$ cat src/rtl/ram_port_arbiter_pkg.sv
// Shared client identifiers, default widths and small helpers for the
// two-client RAM port arbiter.
package ram_port_arbiter_pkg;

   localparam int CLIENT0    = 0;
   localparam int CLIENT1    = 1;
   localparam int DEF_DATA_W = 8;
   localparam int DEF_ADDR_W = 4;

   typedef enum logic {
      CLIENT_0 = 1'(CLIENT0),
      CLIENT_1 = 1'(CLIENT1)
   } client_e;

   function automatic logic [1:0] client_onehot(input client_e c);
      return (c == CLIENT_1) ? 2'b10 : 2'b01;
   endfunction

   function automatic client_e other_client(input client_e c);
      return (c == CLIENT_1) ? CLIENT_0 : CLIENT_1;
   endfunction

endpackage

$ cat src/rtl/ram_port_arbiter_if.sv
// Client-side write/read handshake bundle for ram_port_arbiter.
// Client i occupies slice i of every packed address/data vector.
interface ram_port_arbiter_if #(
   parameter int DATA_W = 8,
   parameter int ADDR_W = 4
);
   logic [1:0]          wr_valid;
   logic [2*ADDR_W-1:0] wr_addr;
   logic [2*DATA_W-1:0] wr_data;
   logic [1:0]          wr_ready;
   logic [1:0]          rd_valid;
   logic [2*ADDR_W-1:0] rd_addr;
   logic [1:0]          rd_ready;
   logic [1:0]          rd_rvalid;
   logic [DATA_W-1:0]   rd_rdata;

   modport slave (
      input  wr_valid, wr_addr, wr_data, rd_valid, rd_addr,
      output wr_ready, rd_ready, rd_rvalid, rd_rdata
   );

   modport master (
      output wr_valid, wr_addr, wr_data, rd_valid, rd_addr,
      input  wr_ready, rd_ready, rd_rvalid, rd_rdata
   );
endinterface

$ cat src/rtl/ram_port_arbiter_rr_arb2.sv
// Two-way round-robin arbiter: combinational grant, priority pointer that
// advances only after the pointer client itself is granted.
module rr_arb2
   import ram_port_arbiter_pkg::*;
(
   input  logic       clk,
   input  logic       rst,
   input  logic [1:0] req,
   output logic [1:0] gnt
);

   client_e ptr_reg;
   client_e ptr_next;

   always_comb begin
      gnt      = 2'b00;
      ptr_next = ptr_reg;
      // Grants are masked while reset is held so no handshake completes then.
      if (rst) begin
         unique case (req)
            2'b01:   gnt = 2'b01;
            2'b10:   gnt = 2'b10;
            2'b11:   gnt = client_onehot(ptr_reg);
            default: gnt = 2'b00;
         endcase
      end
      if ((gnt & client_onehot(ptr_reg)) != 2'b00) begin
         ptr_next = other_client(ptr_reg);
      end
   end

   always_ff @(posedge clk or negedge rst) begin
      if (!rst) begin
         ptr_reg <= CLIENT_0;
      end else begin
         ptr_reg <= ptr_next;
      end
   end

endmodule

$ cat src/rtl/ram_port_arbiter.sv
// Two-client controller for a 2**ADDR_W x DATA_W dual-port RAM: independent
// round-robin on write and read ports, registered RAM controls, tagged read data.
module ram_port_arbiter
   import ram_port_arbiter_pkg::*;
#(
   parameter int DATA_W = DEF_DATA_W,
   parameter int ADDR_W = DEF_ADDR_W
) (
   input  logic                clk,
   input  logic                rst,
   ram_port_arbiter_if.slave   bus,
   output logic                ram_we,
   output logic [ADDR_W-1:0]   ram_wr_addr,
   output logic [DATA_W-1:0]   ram_din,
   output logic                ram_re,
   output logic [ADDR_W-1:0]   ram_re_addr,
   input  logic [DATA_W-1:0]   ram_dout
);

   logic [1:0]        wr_gnt;
   logic [1:0]        rd_gnt;
   logic [ADDR_W-1:0] wr_addr_c [2];
   logic [DATA_W-1:0] wr_data_c [2];
   logic [ADDR_W-1:0] rd_addr_c [2];
   client_e           wr_sel;
   client_e           rd_sel;

   logic              ram_we_reg;
   logic [ADDR_W-1:0] ram_wr_addr_reg;
   logic [DATA_W-1:0] ram_din_reg;
   logic              ram_re_reg;
   logic [ADDR_W-1:0] ram_re_addr_reg;
   client_e           rd_client_reg;
   logic [1:0]        rd_rvalid_reg;
   logic [DATA_W-1:0] rd_rdata_reg;
   logic              collision;

   genvar gi;
   generate
      for (gi = 0; gi < 2; gi++) begin : g_client
         assign wr_addr_c[gi] = bus.wr_addr[gi*ADDR_W +: ADDR_W];
         assign wr_data_c[gi] = bus.wr_data[gi*DATA_W +: DATA_W];
         assign rd_addr_c[gi] = bus.rd_addr[gi*ADDR_W +: ADDR_W];
      end
   endgenerate

   rr_arb2 u_wr_arb (
      .clk (clk),
      .rst (rst),
      .req (bus.wr_valid),
      .gnt (wr_gnt)
   );

   rr_arb2 u_rd_arb (
      .clk (clk),
      .rst (rst),
      .req (bus.rd_valid),
      .gnt (rd_gnt)
   );

   assign wr_sel = wr_gnt[1] ? CLIENT_1 : CLIENT_0;
   assign rd_sel = rd_gnt[1] ? CLIENT_1 : CLIENT_0;

   always_ff @(posedge clk or negedge rst) begin
      if (!rst) begin
         ram_we_reg      <= 1'b0;
         ram_wr_addr_reg <= '0;
         ram_din_reg     <= '0;
      end else begin
         ram_we_reg <= |wr_gnt;
         if (|wr_gnt) begin
            ram_wr_addr_reg <= wr_addr_c[wr_sel];
            ram_din_reg     <= wr_data_c[wr_sel];
         end
      end
   end

   always_ff @(posedge clk or negedge rst) begin
      if (!rst) begin
         ram_re_reg      <= 1'b0;
         ram_re_addr_reg <= '0;
         rd_client_reg   <= CLIENT_0;
      end else begin
         ram_re_reg <= |rd_gnt;
         if (|rd_gnt) begin
            ram_re_addr_reg <= rd_addr_c[rd_sel];
            rd_client_reg   <= rd_sel;
         end
      end
   end

   // The RAM writes at the same edge we sample d_out, so forward the write data.
   assign collision = ram_we_reg && ram_re_reg && (ram_wr_addr_reg == ram_re_addr_reg);

   always_ff @(posedge clk or negedge rst) begin
      if (!rst) begin
         rd_rvalid_reg <= 2'b00;
         rd_rdata_reg  <= '0;
      end else begin
         rd_rvalid_reg <= ram_re_reg ? client_onehot(rd_client_reg) : 2'b00;
         if (ram_re_reg) begin
            rd_rdata_reg <= collision ? ram_din_reg : ram_dout;
         end
      end
   end

   assign bus.wr_ready  = wr_gnt;
   assign bus.rd_ready  = rd_gnt;
   assign bus.rd_rvalid = rd_rvalid_reg;
   assign bus.rd_rdata  = rd_rdata_reg;
   assign ram_we        = ram_we_reg;
   assign ram_wr_addr   = ram_wr_addr_reg;
   assign ram_din       = ram_din_reg;
   assign ram_re        = ram_re_reg;
   assign ram_re_addr   = ram_re_addr_reg;

endmodule
$ cat src/flat_wrapper.sv
// flat-port wrapper written by rule: the top's interface ports become plain ports
module ram_port_arbiter_flat import ram_port_arbiter_pkg::*;
#(
   parameter int DATA_W = DEF_DATA_W,
   parameter int ADDR_W = DEF_ADDR_W
)
  (clk, rst, ram_we, ram_wr_addr, ram_din, ram_re, ram_re_addr, ram_dout, bus_wr_valid, bus_wr_addr, bus_wr_data, bus_rd_valid, bus_rd_addr, bus_wr_ready, bus_rd_ready, bus_rd_rvalid, bus_rd_rdata);
  ram_port_arbiter_if #(.DATA_W(DATA_W), .ADDR_W(ADDR_W)) bus_i ();
  input  logic clk;
  input  logic rst;
  output logic ram_we;
  output logic [ADDR_W-1:0] ram_wr_addr;
  output logic [DATA_W-1:0] ram_din;
  output logic ram_re;
  output logic [ADDR_W-1:0] ram_re_addr;
  input  logic [DATA_W-1:0] ram_dout;
  input wire logic [$bits(bus_i.wr_valid)-1:0] bus_wr_valid;
  input wire logic [$bits(bus_i.wr_addr)-1:0] bus_wr_addr;
  input wire logic [$bits(bus_i.wr_data)-1:0] bus_wr_data;
  input wire logic [$bits(bus_i.rd_valid)-1:0] bus_rd_valid;
  input wire logic [$bits(bus_i.rd_addr)-1:0] bus_rd_addr;
  output wire logic [$bits(bus_i.wr_ready)-1:0] bus_wr_ready;
  output wire logic [$bits(bus_i.rd_ready)-1:0] bus_rd_ready;
  output wire logic [$bits(bus_i.rd_rvalid)-1:0] bus_rd_rvalid;
  output wire logic [$bits(bus_i.rd_rdata)-1:0] bus_rd_rdata;
  assign bus_i.wr_valid = bus_wr_valid;
  assign bus_i.wr_addr = bus_wr_addr;
  assign bus_i.wr_data = bus_wr_data;
  assign bus_i.rd_valid = bus_rd_valid;
  assign bus_i.rd_addr = bus_rd_addr;
  assign bus_wr_ready = bus_i.wr_ready;
  assign bus_rd_ready = bus_i.rd_ready;
  assign bus_rd_rvalid = bus_i.rd_rvalid;
  assign bus_rd_rdata = bus_i.rd_rdata;
  ram_port_arbiter #(.DATA_W(DATA_W), .ADDR_W(ADDR_W)) u_core (.clk(clk), .rst(rst), .bus(bus_i), .ram_we(ram_we), .ram_wr_addr(ram_wr_addr), .ram_din(ram_din), .ram_re(ram_re), .ram_re_addr(ram_re_addr), .ram_dout(ram_dout));
endmodule
$ cat config.mk
export PLATFORM = sky130hd
export DESIGN_NAME = ram_port_arbiter_flat
export DESIGN_NICKNAME = d
export VERILOG_FILES = /design/src/rtl/ram_port_arbiter_pkg.sv /design/src/rtl/ram_port_arbiter_if.sv /design/src/rtl/ram_port_arbiter_rr_arb2.sv /design/src/rtl/ram_port_arbiter.sv /design/src/flat_wrapper.sv
export SDC_FILE = /design/constraint.sdc
export NUM_CORES = 1
export LEC_CHECK = 0
export CELL_PAD_IN_SITES_DETAIL_PLACEMENT = 1
export CELL_PAD_IN_SITES_GLOBAL_PLACEMENT = 1
export CORE_MARGIN = 2
export CORE_UTILIZATION = 28
export DETAILED_ROUTE_END_ITERATION = 8
export PLACE_DENSITY_LB_ADDON = 0.1
export SLEW_MARGIN = 20
export SYNTH_ARGS = -nofsm -noshare
export SYNTH_HDL_FRONTEND = slang
export SYNTH_SLANG_ARGS = --single-unit
$ cat constraint.sdc
create_clock -name clk -period 1.8 [get_ports clk]
set_input_delay 0.27 -clock clk [delete_from_list [all_inputs] [get_ports clk]]
set_output_delay 0.27 -clock clk [all_outputs]
set_load 0.02 [all_outputs]
## After elaboration in Yosys (flattened, before gate mapping)

Index checks and enable logic that the tools add are counted.

| word-level totals | value |
|---|---|
| output and inout port bits | 32 |
| word-level logic and storage cells | 51 |
| input port bits | 46 |
| register bits | 31 |

| cells by class | value |
|---|---|
| magnitude comparators | 2 |
| reductions and logical operators | 6 |
| bitwise gates (word level) | 4 |
| multiplexer cells | 22 |
| equal/unequal tests | 7 |

Operators with widths:

| operator | number |
|---|---|
| two-way mux 8 bit | 4 |
| two-way mux 4 bit | 6 |
| two-way mux 2 bit | 6 |
| case mux 2 bit (3 select lines) | 2 |
| equality test 2 bit (second input constant) | 4 |
| AND 2 bit | 2 |
| equality test 2 x 1 -> 1 bit (second input constant) | 2 |
| equality test 4 bit | 1 |
| greater-or-equal comparator 2 bit (second input constant) | 2 |
| two-way mux 1 bit | 4 |
| NOT 1 -> 2 bit | 2 |
| nonzero test 2 bit | 2 |
| OR reduction 2 bit | 2 |
| logical AND 1 bit | 2 |

## Longest topological paths before layout

| logic depth | value |
|---|---|
| depth after elaboration | 8 |
| mapped depth | 6 |
| gate-level depth less buffers | 4 |

## Modules after synthesis

Synthesis repeated with hierarchy kept, for this count alone.

| second synthesis, totals | value |
|---|---|
| cells, all modules | 150 |
| area total of the unflattened synthesis | 1473.9 um^2 |

By module, submodules not included:

| module | seq. area each (um^2) | area each (um^2) | cells each | instances |
|---|---|---|---|---|
| ram_port_arbiter | 725.7 | 1351.3 | 134 | 1 |
| rr_arb2 | 25.0 | 61.3 | 8 | 2 |

## Worst setup path before layout

OpenSTA, ideal clock, no wires.

| timing path | value |
|---|---|
| path type | register -> register |
| start point | register u_core.ram_re_addr_reg[3] (netlist: u_core.ram_re_addr[3]) |
| end point | register u_core.rd_rdata_reg[0] (netlist: u_core.bus.rd_rdata[0]) |
| setup time | 0.140 ns |
| clock period less this slack | 1.751 ns |
| required time | 1.660 ns |
| slack | 0.049 ns |
| cell stages (with the launch flop) | 6 |
| buffers on the path | 1 |
| arrival | 1.612 ns |
| cell sequence | dfrtp_1 nor2b_1 or4_4 buf_6 o31ai_1 a31oi_1 |

| on the way | value |
|---|---|
| word-level cells in the longest chain between the ends | 3 |

Ends and longest elaborated chain:

| item | RTL line | source |
|---|---|---|
| start: declaration | ram_port_arbiter.sv:32 | `logic [ADDR_W-1:0] ram_re_addr_reg;` |
| start signal: assignment | ram_port_arbiter.sv:86 | `ram_re_addr_reg <= rd_addr_c[rd_sel];` |
| equality test 4 bit | ram_port_arbiter.sv:93 | `assign collision = ram_we_reg && ram_re_reg && (ram_wr_addr_reg == ram_re_addr_reg);` |
| logical AND 1 bit | ram_port_arbiter.sv:93 |  |
| two-way mux 8 bit | ram_port_arbiter.sv:102 | `rd_rdata_reg <= collision ? ram_din_reg : ram_dout;` |
| end signal: assignment | ram_port_arbiter.sv:102 |  |
| end: declaration | ram_port_arbiter.sv:35 | `logic [DATA_W-1:0] rd_rdata_reg;` |

No other way between the ends.
A chain may end at the register's enable or synchronous reset.

## Final worst setup path

| timing path | value |
|---|---|
| start point | input bus_wr_valid[0] |
| end point | output bus_wr_ready[0] |

| on the way | value |
|---|---|
| word-level cells in the longest chain between the ends | 3 |
| elaborated cells on any way between the ends | 5 |
| those cells by class | eq/ne: 3; mux: 2 |

Ends and longest elaborated chain:

| item | RTL line | source |
|---|---|---|
| start: declaration | flat_wrapper.sv:17 | `input wire logic [$bits(bus_i.wr_valid)-1:0] bus_wr_valid;` |
| equality test 2 bit or equality test 2 x 1 -> 1 bit (tied branches) | ram_port_arbiter_rr_arb2.sv:20 | `unique case (req)` |
| case mux 2 bit (3 select lines) * | ram_port_arbiter_rr_arb2.sv:20 |  |
| two-way mux 2 bit * | ram_port_arbiter_rr_arb2.sv:19 | `if (rst) begin` |
| end: declaration | flat_wrapper.sv:22 | `output wire logic [$bits(bus_i.wr_ready)-1:0] bus_wr_ready;` |

Every way passes the cells marked *; elsewhere a longest branch is shown, timed or not.

==> results.tsv <==
metric	value	unit
syn_area_per_cell	10.4	um^2
gate count after technology mapping	138	
fill count	557	
R2R Path Start	u_core.ram_re_addr[3]$_DFFE_PN0P_	
layout cells sized above 1	0.117	
design area	2450	um^2
core area	5040	um^2
total grt overflow	0	
Setup CP Type	in -> out	
Skew-Pair Late Insertion Delay	270	ps
drt wl/cell	16.2	um
Setup Viol. Count Final	0	
R2R cell count	4	
# clock sinks	31	
# DRC	0	
status	finished clean	
worst vdd ir	0.000520	V
worst reg-to-reg setup slack	130	ps
Worst Clk Skew	3.06	ps
final hold viol count	0	
multi-input logic area	526	um^2
CP Capture Type	primary output	
Syn Std Cell Area	1440	um^2
FF-to-FF End	u_core.bus.rd_rdata[6]$_DFFE_PN0P_	
share of the synthesized area in the top cell type	0.540	
area leader, netlist	dfrtp_1	
largest net degree at the start of global routing	20	
met3 wire len	305	um
fin crit period	1680	ps
initial antenna violation count	0	
GR Util All Layers	0.174	
first-pass GRT wire length	7.29	mm
critical path startpoint category	input port	
n_diodes	0	
worst-margin pin slew	591	ps
Pre-antenna DRT Iters	6	
area grow syn2layout	70.6	%
Slew Limit Fails	0	
Post-Place Cell Area	2350	um^2
ANT nets after route	0	
# placed instances	292	
post-synth cell types	24	
effective utilization at floorplan	0.285	
via count	1510	
largest fanout on the critical path	3	
Cell Count, Final, Fillers Out	300	
WL met2	2.53	mm
yosys warns	0	
PD cells	915	nW/um^2
arrival time worst endpoint	1410	ps
hpwl dp	3.91	mm
Ports	78	
CTS Buf Count	5	
top routing layer in use	met4	
CP peak stage delay	510	ps
post-synthesis sequential area ratio	0.540	
#FFs+latches synth	31	
Vias/cell	5.03	
Hold Buf Count CTS	0	
worst min path class	in -> async	
vias in the first global route	1476	
Die W	75.6	um
H-tree levels	2	
detailed-route wire length	4.86	mm
Final Cycle Share	0.933	
Synth area leaders	dfrtp_1 54%, a222oi_1 11%, inv_1 6.0%, o31ai_1 4.2%, a31oi_1 3.5%	
total of max-cap violations	0	
Net Count, Synth	184	
die area	5720	um^2
CTS tree	done	
gpl congestion	0.748	
Fin Setup TNS	0	ps
std cell rows	26	
Slowest cell on crit path	clkdlybuf4s50_1	
unrepaired setup endpoints after global routing	no	
Lkg Pwr	1.11	nW
Nets	275	
slew margin rel.	0.603	
number of port buffers	77	
Crit path required time	1530	ps
Fmax	596	MHz
Die Span Y	75.6	um
Clk Tree Root Cell	clkbuf_8	
clk buf depth	2	
M1 WL	1.98	mm
Seq. cell area	776	um^2
DRT iter0 DRCs	117	
Cell Chain, Critical Path	clkdlybuf4s50_1 > nand2_1 > a21oi_1 > dlygate4sd2_1	
clk slew on worst S/H paths	60	ps
final cells by class:
cell class                      count  area share
Timing Repair Buffer               92       0.357
Tap cell                           70      0.0357
Inverter                           23      0.0352
Sequential cell                    31       0.316
Multi-Input combinational cell     76       0.214
Clock buffer                        8      0.0408
timing repair:
item                       CTS  global route
pin swaps                    0             0
setup endpoints to repair    4             1
setup buffers                0             0
gates resized for setup      4             1
cells in the mapped netlist:
cell      count
o221ai_1      1
nor2_1        8
nor2b_1       4
and2_1        1
nand4_1       8
nand2_1       6
a21oi_1       4
o21ai_0       4
xor2_1        1
buf_4         3
clkbuf_1      4
nand2_2       1
nand2b_1      1
or4_4         1
a222oi_1     16
dfrtp_1      31
o221a_2       1
inv_1        23
o21bai_1      1
o31ai_1       8
xnor2_1       1
nor4_2        1
buf_6         1
a31oi_1       8
logic make-up after synthesis:
family / share of synthesized area
xor+xnor: 0.0122
simple gates: 0.118
buf+inv: 0.0941
flops: 0.540
compound gates: 0.235
where the power goes:
group          switching [mW]  internal [mW]  total [mW]
clock                   0.236          0.348       0.584
sequential             0.0948          0.799       0.894
combinational           0.384          0.380       0.764
total                   0.715           1.53        2.24
layer usage:
layer,track usage,vias to the layer above
met5,0,-
met4,0.0409,0
met3,0.0437,5
met2,0.303,58
met1,0.217,748
li1,-,699
cell usage in the layout (no fill, tap or decap), types with 7 or more instances in the layout:
cell type / instances
clkbuf_8: 7
clkdlybuf4s50_1: 71
a222oi_1: 16
buf_4: 15
inv_1: 23
nand4_1: 8
nor2_1: 8
o31ai_1: 8
a31oi_1: 8
dfrtp_1: 31
stage by stage:
step                      power [mW]  hold slack [ps]  setup WS (ps)   util
after floorplan                 1.23            -25.6           48.6      -
after global placement          1.65              388           -133  0.467
after detailed placement        1.68              417           -160  0.467
after CTS                       2.27              119           13.2  0.486
after global routing            2.36              131           39.7  0.486
final                           2.24              100            121  0.486
critical path, delay by kind of cell:
family,cells,cell delay (ps)
buffers and inverters,2,870
AOI/OAI and AO/OA,1,170
and+or+nand+nor,1,100
how the worst max path moves through the flow:
| stage | start | end | depth (start not counted) |
|---|---|---|---|
| finish | bus_wr_valid[0] | bus_wr_ready[0] | 4 |
| global route | u_core.ram_re_addr[3]$_DFFE_PN0P_ | u_core.bus.rd_rdata[2]$_DFFE_PN0P_ | 4 |
| CTS | u_core.ram_re$_DFF_PN0_ | ram_re | 2 |
| detailed placement | bus_wr_valid[0] | bus_wr_ready[0] | 4 |
| global placement | bus_wr_valid[1] | bus_wr_ready[1] | 4 |
| floorplan | u_core.ram_re_addr[3]$_DFFE_PN0P_ | u_core.bus.rd_rdata[0]$_DFFE_PN0P_ | 5 |
Power figures use the tool's default switching activity.
==> RTL edit, RTL diff (same flow settings) <==
Change the package constant `DEF_DATA_W` from 8 to 10.
--- a/src/rtl/ram_port_arbiter_pkg.sv
+++ b/src/rtl/ram_port_arbiter_pkg.sv
@@ -6,3 +6,3 @@
    localparam int CLIENT1    = 1;
-   localparam int DEF_DATA_W = 8;
+   localparam int DEF_DATA_W = 10;
    localparam int DEF_ADDR_W = 4;
Ports: changed (resized bus_rd_rdata, bus_wr_data, ram_din and ram_dout); port bits go from 78 to 88. No check against the original RTL was run, so the function may have changed too.
==> RTL edit against the unedited design <==
  * Clock skew about the same
  * Utilization up 2.3 points
  * Power is 22% higher
  * Hold slack worse by 0.073 ns
  * Wire length up 12%
  * Sequential cell count rose by 4
  * Synthesized cell count rose by 12%
  * Combinational power is 17% higher
  * Design area up 16%
  * Die area grew 13%
  * Worst setup slack got worse by 0.027 ns
  * First-iteration DRC count increased by 27%
  * Synthesized area increased by 14%
==> RTL edit: results (changes against the unedited design) <==
First-pass GRT wire length: 8.77 mm (+20%)
Post-DP HPWL: 4.17 mm (+6.7%)
Net load switching power: 0.851 mW (+19%)
Largest net degree at the start of global routing: 24 (+20%)
Async SR Flop Fraction: 100% (unchanged)
Clock tree buffer depth: 2 (unchanged)
Layout fillers: 619 (+11%)
Vias per inst: 5.02 (-0.31%)
Clock transition at the registers of the reported paths: 0.07 ns
DR pass1 iterations: 5 (-1)
Status: completed
Slew Limit Fails: 0 (unchanged)
Root cell of the clock tree: clkbuf_8
Synth cell count leaders: dfrtp_1 (35), inv_1 (24), a222oi_1 (18)
Post-CTS Repair Setup Buffers: 0 (unchanged)
FF-to-FF path depth: 4 (unchanged)
Yosys cell types: 27 (+13%)
Ys Warns: 0 (unchanged)
Num CTS Buffers: 5 (unchanged)
Final setup viols: 0 (unchanged)
Vias in the first global route: 1,724 (+17%)
Ant. Diodes: 0 (unchanged)
GP Congestion: 0.722 (-3.5%)
Gate count of the mapped netlist: 155 (+12%)
Slew margin rel.: 60.0% (-0.33 points)
IR drop worst, VDD: 0.415 mV (-20%)
H-tree levels: 2 (unchanged)
Worst Skew: 0.00299 ns (-0.0000708 ns)
Total GRT Usage: 17.9% (+0.50 points)
Critical Path Fanout Max: 4 (+1)
Initial antenna violation count: 0 (unchanged)
Crit path arrival time: 1.44 ns (+0.03 ns)
Placed instance area: 2700 um^2 (+15%)
Reg2reg start: u_core.ram_re_addr[3]
Post-Layout Cell Count: 334 (+11%)
Clk_lat worst skew: 0.28 ns
Max stage delay cell, worst path: clkdlybuf4s50_1
CP delay by family, top: buffers and inverters
Placed Cells: 326 (+12%)
Leakage power: 1.25 nW (+13%)
Fraction of layout cells with a size suffix above 1: 15.3% (+3.5 points)
Nets: 313 (+14%)
1st-iter DRT viols: 149 (+27%)
Top_reg_cell synth: dfrtp_1
Sequential-to-total area share from yosys stat: 53.6% (-0.41 points)
Area contributors post-synth: dfrtp_1 (54%), a222oi_1 (11%), inv_1 (5.5%), o31ai_1 (4.6%), a31oi_1 (3.8%)
Wirelength per Cell: 16.3 um (+0.61%)
Worst setup startpoint: u_core.ram_re_addr[2]
Port buffer count: 87 (+13%)
Synth Net Count: 207 (+13%)
Worst min path class: input port to asynchronous set/reset pin
Crit path largest cell delay: 0.66 ns (+0.15 ns)
==> RTL edit: per-layer routing <==
metal / vias to the layer above / GRT usage (%) / wire length [um]
met1: 812 / 24.6 / 2380
met4: 0 / 3.56 / 33
met3: 2 / 4.49 / 389
met5: - / 0 / 0
met2: 62 / 28.7 / 2640
li1: 800 / - / -
==> RTL edit: worst paths after layout <==
| check | slack [ns] | endpoint |
|---|---|---|
| setup reg to reg | 0.10 | u_core.bus.rd_rdata[9] |
| setup / recovery | 0.09 | ram_re_addr[2] |
| max in group asynchronous | 1.50 | u_core.ram_din[3] |
| hold reg to reg | 0.49 | u_core.bus.rd_rvalid[0] |
| min in group clk | 0.39 | u_core.u_wr_arb.ptr_reg |
| hold / removal | 0.03 | u_core.ram_din[1] |
==> RTL edit: power by group through the flow <==
stage	clock (mW)	combinational [mW]	sequential, mW
floorplan	0	0.283	1.13
global placement	0	0.886	1.02
detailed placement	0	0.894	1.02
CTS	0.857	0.895	1.01
global route	0.905	0.968	1.03
finish	0.839	0.891	1.01
==> RTL edit: area by class of cell <==
class                           instances  area, um^2  share of cell area, %
Sequential cell                        35         876                   30.9
Tap cell                               72        90.1                   3.17
Inverter                               25        93.8                   3.31
Clock inverter                          3        67.6                   2.38
Multi-Input combinational cell         86         628                   22.1
Clock buffer                            5        68.8                   2.43
Timing Repair Buffer                  108        1010                   35.7
==> RTL edit: cells by family (layout without fill, tap and decap cells) <==
| kind of cell | count (synthesis) | after routing | share of synthesized area [%] |
|---|---|---|---|
| xor gates and xnor gates | 2 | 2 | 1.07 |
| AOI/OAI and AO/OA | 49 | 49 | 24.0 |
| DFF | 35 | 35 | 53.6 |
| buffers and inverters | 34 | 141 | 8.73 |
| and+or+nand+nor | 35 | 35 | 12.6 |
==> RTL edit: repair_timing <==
| action | CTS | global route |
|---|---|---|
| endpoints found under the setup margin | 4 | 2 |
| gates resized for setup | 5 | 4 |
| hold buffers | 0 | 0 |
==> RTL edit: per-stage QoR <==
step,setup slack [ns],setup TNS [ns]
after floorplan,0.0192,0
after global placement,-0.250,-0.670
after detailed placement,-0.301,-0.774
after CTS,0.00428,0
after global routing,0.0129,0
final,0.0946,0
